File: config.mk
export PLATFORM = sky130hd
export DESIGN_NAME = fetch_queue_flat
export DESIGN_NICKNAME = d
export VERILOG_FILES = /design/src/rtl/fetch_queue_pkg.sv /design/src/rtl/fetch_queue_if.sv /design/src/rtl/fetch_queue_fifo.sv /design/src/rtl/fetch_queue.sv /design/src/flat_wrapper.sv
export SDC_FILE = /design/constraint.sdc
export NUM_CORES = 1
export LEC_CHECK = 0
export ABC_AREA = 1
export CAP_MARGIN = 40
export CORE_UTILIZATION = 57
export DETAILED_ROUTE_END_ITERATION = 8
export GPL_TIMING_DRIVEN = 0
export PLACE_DENSITY_LB_ADDON = 0.2
export SYNTH_ARGS = -nofsm -noshare
export SYNTH_HDL_FRONTEND = slang
export SYNTH_SLANG_ARGS = --single-unit
File: constraint.sdc
create_clock -name clk -period 2.6 [get_ports clk]
set_input_delay 0.52 -clock clk [delete_from_list [all_inputs] [get_ports clk]]
set_output_delay 0.52 -clock clk [all_outputs]
set_load 0.05 [all_outputs]
File: src/rtl/fetch_queue_pkg.sv
// Shared types and constants for the fetch queue: default widths, the queued entry
// layout and the occupancy-counter width helper.
package fetch_queue_pkg;

    localparam int unsigned W_DEF     = 32;
    localparam int unsigned DEPTH_DEF = 4;

    typedef struct packed {
        logic [W_DEF-1:0] instr;
        logic [W_DEF-1:0] pc4;
    } fetch_entry_t;

    localparam logic [W_DEF-1:0] INSTR_NOP = '0;

    // Bits needed to hold an occupancy value in the range 0..depth.
    function automatic int unsigned cnt_width(input int unsigned depth);
        return $clog2(depth + 1);
    endfunction

endpackage

File: src/rtl/fetch_queue_if.sv
// Instruction-memory and F->D boundary signals of the fetch queue.
// The master modport is the fetch queue itself.
interface fetch_queue_if #(
    parameter int unsigned W = fetch_queue_pkg::W_DEF
);
    logic [W-1:0] imem_adr;
    logic         imem_req;
    logic         imem_ready;
    logic         imem_rvalid;
    logic [W-1:0] imem_rdata;
    logic         instr_valid;
    logic [W-1:0] instrD;
    logic [W-1:0] pc4D;
    logic         stallD;
    logic         redirect;
    logic [W-1:0] redirect_pc;

    modport master (
        output imem_adr, imem_req, instr_valid, instrD, pc4D,
        input  imem_ready, imem_rvalid, imem_rdata, stallD, redirect, redirect_pc
    );

    modport slave (
        input  imem_adr, imem_req, instr_valid, instrD, pc4D,
        output imem_ready, imem_rvalid, imem_rdata, stallD, redirect, redirect_pc
    );
endinterface

File: src/rtl/fetch_queue_fifo.sv
// Synchronous DEPTH-entry FIFO with push, pop and clear; clear overrides push/pop.
// The head is read straight from storage, so it holds stale data when empty.
module fetch_queue_fifo #(
    parameter int unsigned DW    = 64,
    parameter int unsigned DEPTH = 4,
    parameter int unsigned CW    = $clog2(DEPTH + 1)
) (
    input  logic          clk,
    input  logic          reset,
    input  logic          i_push,
    input  logic          i_pop,
    input  logic          i_clear,
    input  logic [DW-1:0] i_data,
    output logic [DW-1:0] o_head,
    output logic [CW-1:0] o_count
);
    localparam int unsigned AW = $clog2(DEPTH);

    logic [DW-1:0] r_mem [DEPTH];
    logic [AW-1:0] r_wp;
    logic [AW-1:0] r_rp;
    logic [CW-1:0] r_count;

    always_ff @(posedge clk or negedge reset) begin
        if (!reset) begin
            r_mem   <= '{default: '0};
            r_wp    <= '0;
            r_rp    <= '0;
            r_count <= '0;
        end else if (i_clear) begin
            r_wp    <= '0;
            r_rp    <= '0;
            r_count <= '0;
        end else begin
            if (i_push) begin
                r_mem[r_wp] <= i_data;
                r_wp        <= r_wp + AW'(1);
            end
            if (i_pop) begin
                r_rp <= r_rp + AW'(1);
            end
            case ({i_push, i_pop})
                2'b10:   r_count <= r_count + CW'(1);
                2'b01:   r_count <= r_count - CW'(1);
                default: r_count <= r_count;
            endcase
        end
    end

    assign o_head  = r_mem[r_rp];
    assign o_count = r_count;

endmodule

File: src/rtl/fetch_queue.sv
// Fetch stage: owns the PC, issues credit-limited pipelined imem reads and queues
// {instr, pc+4} pairs for decode; redirects flush the queue and drop in-flight words.
module fetch_queue
    import fetch_queue_pkg::*;
#(
    parameter int unsigned W        = W_DEF,
    parameter int unsigned DEPTH    = DEPTH_DEF,
    parameter logic [W-1:0] RESET_PC = '0
) (
    input  logic          clk,
    input  logic          reset,
    fetch_queue_if.master bus,
    output logic [7:0]    o_pclow,
    output logic          o_err
);
    localparam int unsigned CW = cnt_width(DEPTH);
    localparam int unsigned LW = CW + 1;

    logic [W-1:0]   r_pc;
    logic [W-1:0]   r_rsp_pc;
    logic [CW-1:0]  r_out;
    logic [CW-1:0]  r_drop;
    logic           r_err;

    logic [CW-1:0]  w_count;
    logic [2*W-1:0] w_head;
    logic [LW-1:0]  w_level;
    logic           w_req;
    logic           w_accept;
    logic           w_rv_ok;
    logic           w_push;
    logic           w_pop;

    // Credit rule: queued + in-flight never exceeds DEPTH, so the queue cannot overflow.
    always_comb begin
        w_level  = LW'(w_count) + LW'(r_out);
        w_req    = reset & ~bus.redirect & (w_level < LW'(DEPTH));
        w_accept = w_req & bus.imem_ready;
        w_rv_ok  = bus.imem_rvalid & (r_out != '0);
        w_push   = w_rv_ok & (r_drop == '0) & ~bus.redirect;
        w_pop    = (w_count != '0) & ~bus.stallD & ~bus.redirect;
    end

    always_ff @(posedge clk or negedge reset) begin
        if (!reset) begin
            r_pc     <= RESET_PC;
            r_rsp_pc <= RESET_PC;
            r_out    <= '0;
            r_drop   <= '0;
            r_err    <= 1'b0;
        end else begin
            case ({w_accept, w_rv_ok})
                2'b10:   r_out <= r_out + CW'(1);
                2'b01:   r_out <= r_out - CW'(1);
                default: r_out <= r_out;
            endcase
            if (bus.imem_rvalid && (r_out == '0)) begin
                r_err <= 1'b1;
            end
            // Everything still in flight after this cycle belongs to the old path.
            if (bus.redirect) begin
                r_pc     <= bus.redirect_pc & ~W'(3);
                r_rsp_pc <= bus.redirect_pc & ~W'(3);
                r_drop   <= r_out - CW'(w_rv_ok);
            end else begin
                if (w_accept) begin
                    r_pc <= r_pc + W'(4);
                end
                if (w_rv_ok && (r_drop != '0)) begin
                    r_drop <= r_drop - CW'(1);
                end
                if (w_push) begin
                    r_rsp_pc <= r_rsp_pc + W'(4);
                end
            end
        end
    end

    fetch_queue_fifo #(
        .DW    (2 * W),
        .DEPTH (DEPTH),
        .CW    (CW)
    ) u_fifo (
        .clk     (clk),
        .reset   (reset),
        .i_push  (w_push),
        .i_pop   (w_pop),
        .i_clear (bus.redirect),
        .i_data  ({bus.imem_rdata, r_rsp_pc + W'(4)}),
        .o_head  (w_head),
        .o_count (w_count)
    );

    assign bus.imem_adr    = r_pc;
    assign bus.imem_req    = w_req;
    assign bus.instr_valid = (w_count != '0);
    assign bus.instrD      = w_head[2*W-1:W];
    assign bus.pc4D        = w_head[W-1:0];
    assign o_pclow         = r_pc[9:2];
    assign o_err           = r_err;

endmodule

File: src/flat_wrapper.sv
// flat-port wrapper written by rule: the top's interface ports become plain ports
module fetch_queue_flat import fetch_queue_pkg::*;
#(
    parameter int unsigned W        = W_DEF,
    parameter int unsigned DEPTH    = DEPTH_DEF,
    parameter logic [W-1:0] RESET_PC = '0
)
  (clk, reset, o_pclow, o_err, bus_imem_adr, bus_imem_req, bus_instr_valid, bus_instrD, bus_pc4D, bus_imem_ready, bus_imem_rvalid, bus_imem_rdata, bus_stallD, bus_redirect, bus_redirect_pc);
  fetch_queue_if #(.W(W)) bus_i ();
  input  logic clk;
  input  logic reset;
  output logic [7:0] o_pclow;
  output logic o_err;
  output wire logic [$bits(bus_i.imem_adr)-1:0] bus_imem_adr;
  output wire logic [$bits(bus_i.imem_req)-1:0] bus_imem_req;
  output wire logic [$bits(bus_i.instr_valid)-1:0] bus_instr_valid;
  output wire logic [$bits(bus_i.instrD)-1:0] bus_instrD;
  output wire logic [$bits(bus_i.pc4D)-1:0] bus_pc4D;
  input wire logic [$bits(bus_i.imem_ready)-1:0] bus_imem_ready;
  input wire logic [$bits(bus_i.imem_rvalid)-1:0] bus_imem_rvalid;
  input wire logic [$bits(bus_i.imem_rdata)-1:0] bus_imem_rdata;
  input wire logic [$bits(bus_i.stallD)-1:0] bus_stallD;
  input wire logic [$bits(bus_i.redirect)-1:0] bus_redirect;
  input wire logic [$bits(bus_i.redirect_pc)-1:0] bus_redirect_pc;
  assign bus_imem_adr = bus_i.imem_adr;
  assign bus_imem_req = bus_i.imem_req;
  assign bus_instr_valid = bus_i.instr_valid;
  assign bus_instrD = bus_i.instrD;
  assign bus_pc4D = bus_i.pc4D;
  assign bus_i.imem_ready = bus_imem_ready;
  assign bus_i.imem_rvalid = bus_imem_rvalid;
  assign bus_i.imem_rdata = bus_imem_rdata;
  assign bus_i.stallD = bus_stallD;
  assign bus_i.redirect = bus_redirect;
  assign bus_i.redirect_pc = bus_redirect_pc;
  fetch_queue #(.W(W), .DEPTH(DEPTH), .RESET_PC(RESET_PC)) u_core (.clk(clk), .reset(reset), .bus(bus_i), .o_pclow(o_pclow), .o_err(o_err));
endmodule
# Yosys cells after proc, flatten, opt, wreduce, memory -nomap -nowiden
# Index checks and enable logic that the tools add are counted.
[word_totals] register_bits=334 out_inout_bits=107
[classes] add_sub_neg=11 n_lt_le_gt_ge=4 n_eq_ne=4 mux=19 n_bitwise=12 reduce_logical=15
[ops] operator="bitwise mux 256 bit" count=1
[ops] operator="2-to-1 mux 64 bit" count=3
[ops] operator="binary-select mux 64 bit (select 2 bit)" count=1
[ops] operator="demux 64 bit (select 2 bit)" count=1
[ops] operator="2-to-1 mux 32 bit" count=4
[ops] operator="adder 32 x 3 -> 32 bit, second input constant" count=2
[ops] operator="case mux 3 bit (2 select lines)" count=2
[ops] operator="nonzero test 3 bit" count=4
[ops] operator="nonzero test 2 bit" count=5
[ops] operator="2-to-1 mux 3 bit" count=3
[ops] operator="subtractor 3 x 1 -> 3 bit, second input constant" count=3
[ops] operator="AND 1 bit" count=8
[ops] operator="2-to-1 mux 2 bit" count=4
[ops] operator="adder 3 x 1 -> 3 bit, second input constant" count=2
[ops] operator=">= comparator 3 bit, second input constant" count=2
[ops] operator="zero test 3 bit" count=2
[ops] operator="inverter 2 -> 3 bit" count=2
[ops] operator="adder 2 x 1 -> 2 bit, second input constant" count=2
[ops] operator="adder 3 x 3 -> 4 bit" count=1
[ops] operator="equality test 2 x 1 -> 1 bit, second input constant" count=2
[ops] operator="equality test 2 bit, second input constant" count=2
[ops] operator="< comparator 4 x 3 -> 1 bit, second input constant" count=1
[ops] operator="logical AND 1 bit" count=3
[ops] operator="< comparator 3 x 1 -> 1 bit, second input constant" count=1
[ops] operator="3 further kinds" count=4

# Depth between registers and ports, before layout
[logic_depth] word_depth=7 mapped_depth=14 ltp_nobuf=14

# Modules after synthesis
# A second synthesis with hierarchy kept.
[unflattened] cells_unflattened=2088 hier_area_um2=17160.2
[by_module_without_submodules] module="fetch_queue_fifo" instances=1 cells_each=1306 area_per_inst_um2=12100.4 seq_area_each_um2=6581.3
[by_module_without_submodules] module="fetch_queue" instances=1 cells_each=782 area_per_inst_um2=5059.9 seq_area_each_um2=1676.6

# Worst setup path after synthesis
# OpenSTA, ideal clock, no wires.
[synth_path] kind="register to register" start="register u_core.u_fifo.r_count[1], in the netlist u_core.u_fifo.o_count[1]" end="register u_core.r_out[1]" setup_ns=0.083 arrival_time_ns=2.880 t_required_ns=2.517 setup_slack_ns=-0.363 stages_incl_launch_ff=11 path_buffers=1 synth_period_minus_slack_ns=2.963 cell_sequence="dfrtp_1 ha_1 nand3_1 nand2_1 nor2_1 nand2_1 clkbuf_1 ha_1 inv_1 fa_1 o21ai_0"
[synth_via] elab_chain_len=6 elab_cells_between_ends=8 classes_between="add/sub: 1; order compare: 1; eq/ne: 2; mux: 1; bitwise: 2; reduce/logical: 1"
[synth_lines] item="from (decl)" line="fetch_queue_fifo.sv:22" rtl="logic [CW-1:0] r_count;"
[synth_lines] item="from (signal assigned)" line="fetch_queue_fifo.sv:43" rtl="2'b10: r_count <= r_count + CW'(1);"
[synth_lines] item="from (signal assigned)" line="fetch_queue_fifo.sv:44" rtl="2'b01: r_count <= r_count - CW'(1);"
[synth_lines] item="from (signal assigned)" line="fetch_queue_fifo.sv:45" rtl="default: r_count <= r_count;"
[synth_lines] item="adder 3 x 3 -> 4 bit *" line="fetch_queue.sv:36" rtl="w_level = LW'(w_count) + LW'(r_out);"
[synth_lines] item="< comparator 4 x 3 -> 1 bit *" line="fetch_queue.sv:37" rtl="w_req = reset & ~bus.redirect & (w_level < LW'(DEPTH));"
[synth_lines] item="AND 1 bit *" line="fetch_queue.sv:37"
[synth_lines] item="named net bus_imem_req" line="flat_wrapper.sv:15" rtl="output wire logic [$bits(bus_i.imem_req)-1:0] bus_imem_req;"
[synth_lines] item="AND 1 bit *" line="fetch_queue.sv:38" rtl="w_accept = w_req & bus.imem_ready;"
[synth_lines] item="equality test 2 x 1 -> 1 bit / equality test 2 bit (equally long branches)" line="fetch_queue.sv:52" rtl="case ({w_accept, w_rv_ok})"
[synth_lines] item="case mux 3 bit (2 select lines) / nonzero test 2 bit (equally long branches)"
[synth_lines] item="to (signal assigned)" line="fetch_queue.sv:53" rtl="2'b10: r_out <= r_out + CW'(1);"
[synth_lines] item="to (signal assigned)" line="fetch_queue.sv:54" rtl="2'b01: r_out <= r_out - CW'(1);"
[synth_lines] item="to (signal assigned)" line="fetch_queue.sv:55" rtl="default: r_out <= r_out;"
[synth_lines] item="to (decl)" line="fetch_queue.sv:21" rtl="logic [CW-1:0] r_out;"
# Mark *: on every way through the listed nets, which the timed path passes. The rest lies on a longest branch.
# A chain may end at the register's enable or synchronous reset.

# Worst setup path in the final report
[layout_path] start="register u_core.u_fifo.r_rp[1]" end="output port bus_pc4D[13]"
[layout_via] elab_chain_len=4
[layout_lines] item="from (decl)" line="fetch_queue_fifo.sv:21" rtl="logic [AW-1:0] r_rp;"
[layout_lines] item="from (signal assigned)" line="fetch_queue_fifo.sv:40" rtl="r_rp <= r_rp + AW'(1);"
[layout_lines] item="inverter 2 -> 3 bit (implied by the code)" line="fetch_queue_fifo.sv:50" rtl="assign o_head = r_mem[r_rp];"
[layout_lines] item="binary-select mux 64 bit (select 2 bit)" line="fetch_queue_fifo.sv:50"
[layout_lines] item="2-to-1 mux 64 bit (implied by the code) (2 in series)" line="fetch_queue_fifo.sv:50"
[layout_lines] item="to (decl)" line="flat_wrapper.sv:18" rtl="output wire logic [$bits(bus_i.pc4D)-1:0] bus_pc4D;"
# Every way passes these cells. The select of a mux whose other input is x is not followed.

==> impl_metrics.tcl <==
set metrics [dict create \
    io_pins 177 \
    ys_seq_area_share_pct 49.5 \
    timing.rr.start "u_core.u_fifo.o_count[1]$_DFFE_PN0P_" \
    cts_buffers 36 \
    htreeDepth 2 \
    endpoint "bus_pc4D[13]" \
    clock_latency_ps 530 \
    root_buffer "clkbuf_16" \
    utilization_pct 72.1 \
    finalWeightedCongestion 0.956 \
    die_area_sq_um 29200 \
    fmax_ghz 0.379 \
    path_class "reg2out" \
    clock_power_share_pct 25.4 \
    netlist_area_sq_um 16300 \
    cts_tree "done" \
    drtIter0Drc 1816 \
    synth_cells 2238 \
    setup_ws_ps -40.2 \
    grt_max_degree 87 \
    violations "hold timing, setup timing" \
    grt_pass1_vias 15330 \
    netSwitchingFraction_pct 42.0 \
    setup_viol 4 \
    outcome "finished with violations" \
    wire_per_inst_um 18.2 \
    yosys_warnings 0 \
    crit_cells 5 \
    crit_fanout 10 \
    total_power_mw 20.5 \
    slew_viol_final 0 \
    async_reset_ff_share_pct 100 \
    route.detailed.drc 0 \
    critPathTopFamily "buffers and inverters" \
    r2r_slack_ps 120 \
    synth_seq_cells 322 \
    worst_setup_path_end_kind "output pin" \
    maxCapViolations 0 \
    grt_pass1_wl_um 80800 \
    hpwl_um 34700 \
    ys_types 27 \
    rows 61 \
    area_growth_pct 23.7 \
    cts_buffer_depth 3 \
    path_clk_slew_ps 60 \
    synthFlopType "dfrtp_1" \
    r2r-end "u_core.r_out[2]$_DFFE_PN0P_" \
    synth_enable_flop_cells 0 \
    clkSinkCount 322 \
    die_h_um 171 \
    num_vias 16113 \
    final_nets 2544 \
    slew_headroom_pct 54.6 \
    cp_slowest_cell "dfrtp_2" \
    period_minus_slack_ps 2640 \
    critPathMaxStageDelay_ps 540 \
    power.internal_mw 11.9 \
    placed_cell_area_sq_um 18600 \
    start_util_pct 58.3 \
    place.port_buffers 170 \
    power_switching_mw 8.63 \
    power.leakage_nw 10.7 \
    hold_path.class "in2async" \
    seqPwrFrac_pct 34.0 \
    antenna_found_initial 0 \
    final-instance-count-excl-fill 2860 \
    vdd_drop_max_mv 0.694 \
    rr_worst_depth 12 \
    pwr-share-comb_pct 40.6 \
    worstMarginPinSlew_ps 681 \
    power.density_nw_per_um2 1020 \
    ant_nets 0 \
    yosysTopAreaCell "dfrtp_1" \
    worstSetupStartpoint "u_core.u_fifo.r_rp[1]$_DFFE_PN0P_" \
    vias_per_cell 5.63 \
    crit_buf_inv 3 \
    n_antenna_cell 0 \
    path_cells "buf_12, clkbuf_2, o21ai_0, o22ai_2, buf_6" \
    finalWirelength_um 52100 \
    cp_data_required_time_ps 2080 \
    hold_ws_ps -1.83 \
    finalCritPeriodShare_pct 102 \
    firstDrtPassIters 5 \
    finalInstanceArea_sq_um 20100 \
    syn_avg_cell_area_sq_um 7.27 \
    synth_top_area_share_pct 49.5 \
    finalClockSkew_ps 19.7 \
    grtUsageTotal_pct 35.8 \
    grt-ovfl-total 0 \
    dp.cells 2792 \
    die_w_um 171 \
    hold_viol_final 1 \
    layout-drive-gt1-share_pct 10.8 \
    cp.arrival_ps 2120 \
    critPathLaunchType "flop" \
    ys_top_cells_by_area "dfrtp_1 (50%), nand2_1 (25%), nor2_1 (5.2%), o21ai_0 (4.7%), nand3_1 (2.7%)" \
    coreArea_sq_um 27900 \
]
-- cell families (layout without fill, tap and decap cells) --
kind of cell | Yosys count | count (layout) | share of synthesized area (%)
buffers and inverters | 213 | 454 | 5.56
XOR/XNOR | 32 | 32 | 1.72
AO/OA/AOI/OAI | 233 | 233 | 7.83
flip-flops | 322 | 322 | 49.5
other | 1 | 4 | 0.0230
AND/OR/NAND/NOR | 1422 | 1422 | 34.1
adder cells (fa/ha/maj) | 15 | 15 | 1.25
-- power by group through the flow --
stage | clock [mW] | combinational (mW) | sequential [mW]
after detailed placement | 0 | 8.08 | 6.99
after floorplan | 0 | 5.20 | 7.04
after CTS | 5.23 | 8.05 | 6.94
final | 5.21 | 8.34 | 6.99
after global placement | 0 | 7.93 | 6.97
after global routing | 5.43 | 8.93 | 7.10
-- stage by stage --
stage	worst slack, ps	TNS, ps
after floorplan	71.1	0
after global placement	-13060	-4648360
after detailed placement	-1010	-106460
after CTS	-11.0	-25.5
after global routing	-48.2	-88.6
final	-40.2	-111
-- Yosys cell counts (2+ instances only) --
cell / count
nand3b_1: 13
clkinv_1: 3
dfrtp_1: 322
nand4_1: 3
nand2_1: 1085
nand3_1: 89
o22ai_1: 62
fa_1: 2
nor2_1: 227
o21bai_1: 2
nor2_4: 4
clkbuf_1: 57
xnor2_1: 16
o21ai_0: 154
buf_4: 12
inv_2: 4
o211ai_1: 8
xor2_1: 16
a21oi_1: 5
ha_1: 13
buf_2: 48
inv_1: 88
-- cell type report --
cell class / instances / area [sq um]
well taps: 378 / 473
clock buffers: 50 / 1060
multi-input cells: 1706 / 7450
repair buffers: 183 / 1860
flip-flops and latches: 322 / 8060
clock inverters: 11 / 151
fillers: 2265 / 7800
plain buffers: 115 / 709
inverters: 95 / 378
-- layout by cell type (no fill, tap or decap), types with 16 or more instances in the layout --
cell / instances
clkbuf_1: 21
clkbuf_16: 41
nor2_1: 224
inv_1: 88
buf_4: 64
buf_2: 57
nand3_1: 89
clkdlybuf4s50_1: 105
o22ai_2: 18
o21ai_0: 150
xor2_1: 16
xnor2_1: 16
o22ai_1: 44
dfrtp_1: 320
nand2_1: 1084
clkbuf_2: 16
-- what timing repair did --
item / in CTS / in global routing
cloned: 1 / 2
buffers inserted: 4 / 0
resized for setup: 446 / 63
hold endpoints to repair: 82 / 82
pin swaps: 6 / 6
endpoints found under the setup margin: 66 / 76
-- state kept, by name, indices dropped and copies added (netlist names) --
register,flops
u_core.u_fifo.r_rp,2
u_core.r_out,3
u_core.o_err,1
u_core.u_fifo.r_mem,248
u_core.u_fifo.r_wp,2
u_core.bus.imem_adr,30
u_core.r_drop,3
u_core.u_fifo.o_count,3
u_core.r_rsp_pc,30
-- metal layers --
| metal | share of wire (%) | vias to the layer above | wire [um] | track usage, % |
|---|---|---|---|---|
| met1 | 40 | 7680 | 20900 | 47.3 |
| met3 | 8.2 | 150 | 4250 | 5.04 |
| met4 | 3.9 | 0 | 2010 | 14.6 |
| li1 | - | 7440 | - | - |
| met5 | 0 | - | 0 | 0 |
| met2 | 48 | 843 | 24900 | 59.5 |
-- worst min-delay path by stage --
stage                                                 endpoint  cells after the start                            startpoint
after floorplan            u_core.bus.imem_adr[10]$_DFFE_PN0P_                      0                                 reset
after global placement    u_core.u_fifo.r_mem[180]$_DFFE_PN0P_                      2  u_core.u_fifo.r_mem[180]$_DFFE_PN0P_
after detailed placement  u_core.u_fifo.r_mem[111]$_DFFE_PN0P_                      2  u_core.u_fifo.r_mem[111]$_DFFE_PN0P_
after CTS                  u_core.u_fifo.r_mem[59]$_DFFE_PN0P_                      1                                 reset
after global routing         u_core.u_fifo.r_rp[0]$_DFFE_PN0P_                      2                                 reset
final                        u_core.u_fifo.r_rp[0]$_DFFE_PN0P_                      2                                 reset
(Power assumes the default switching activity.)
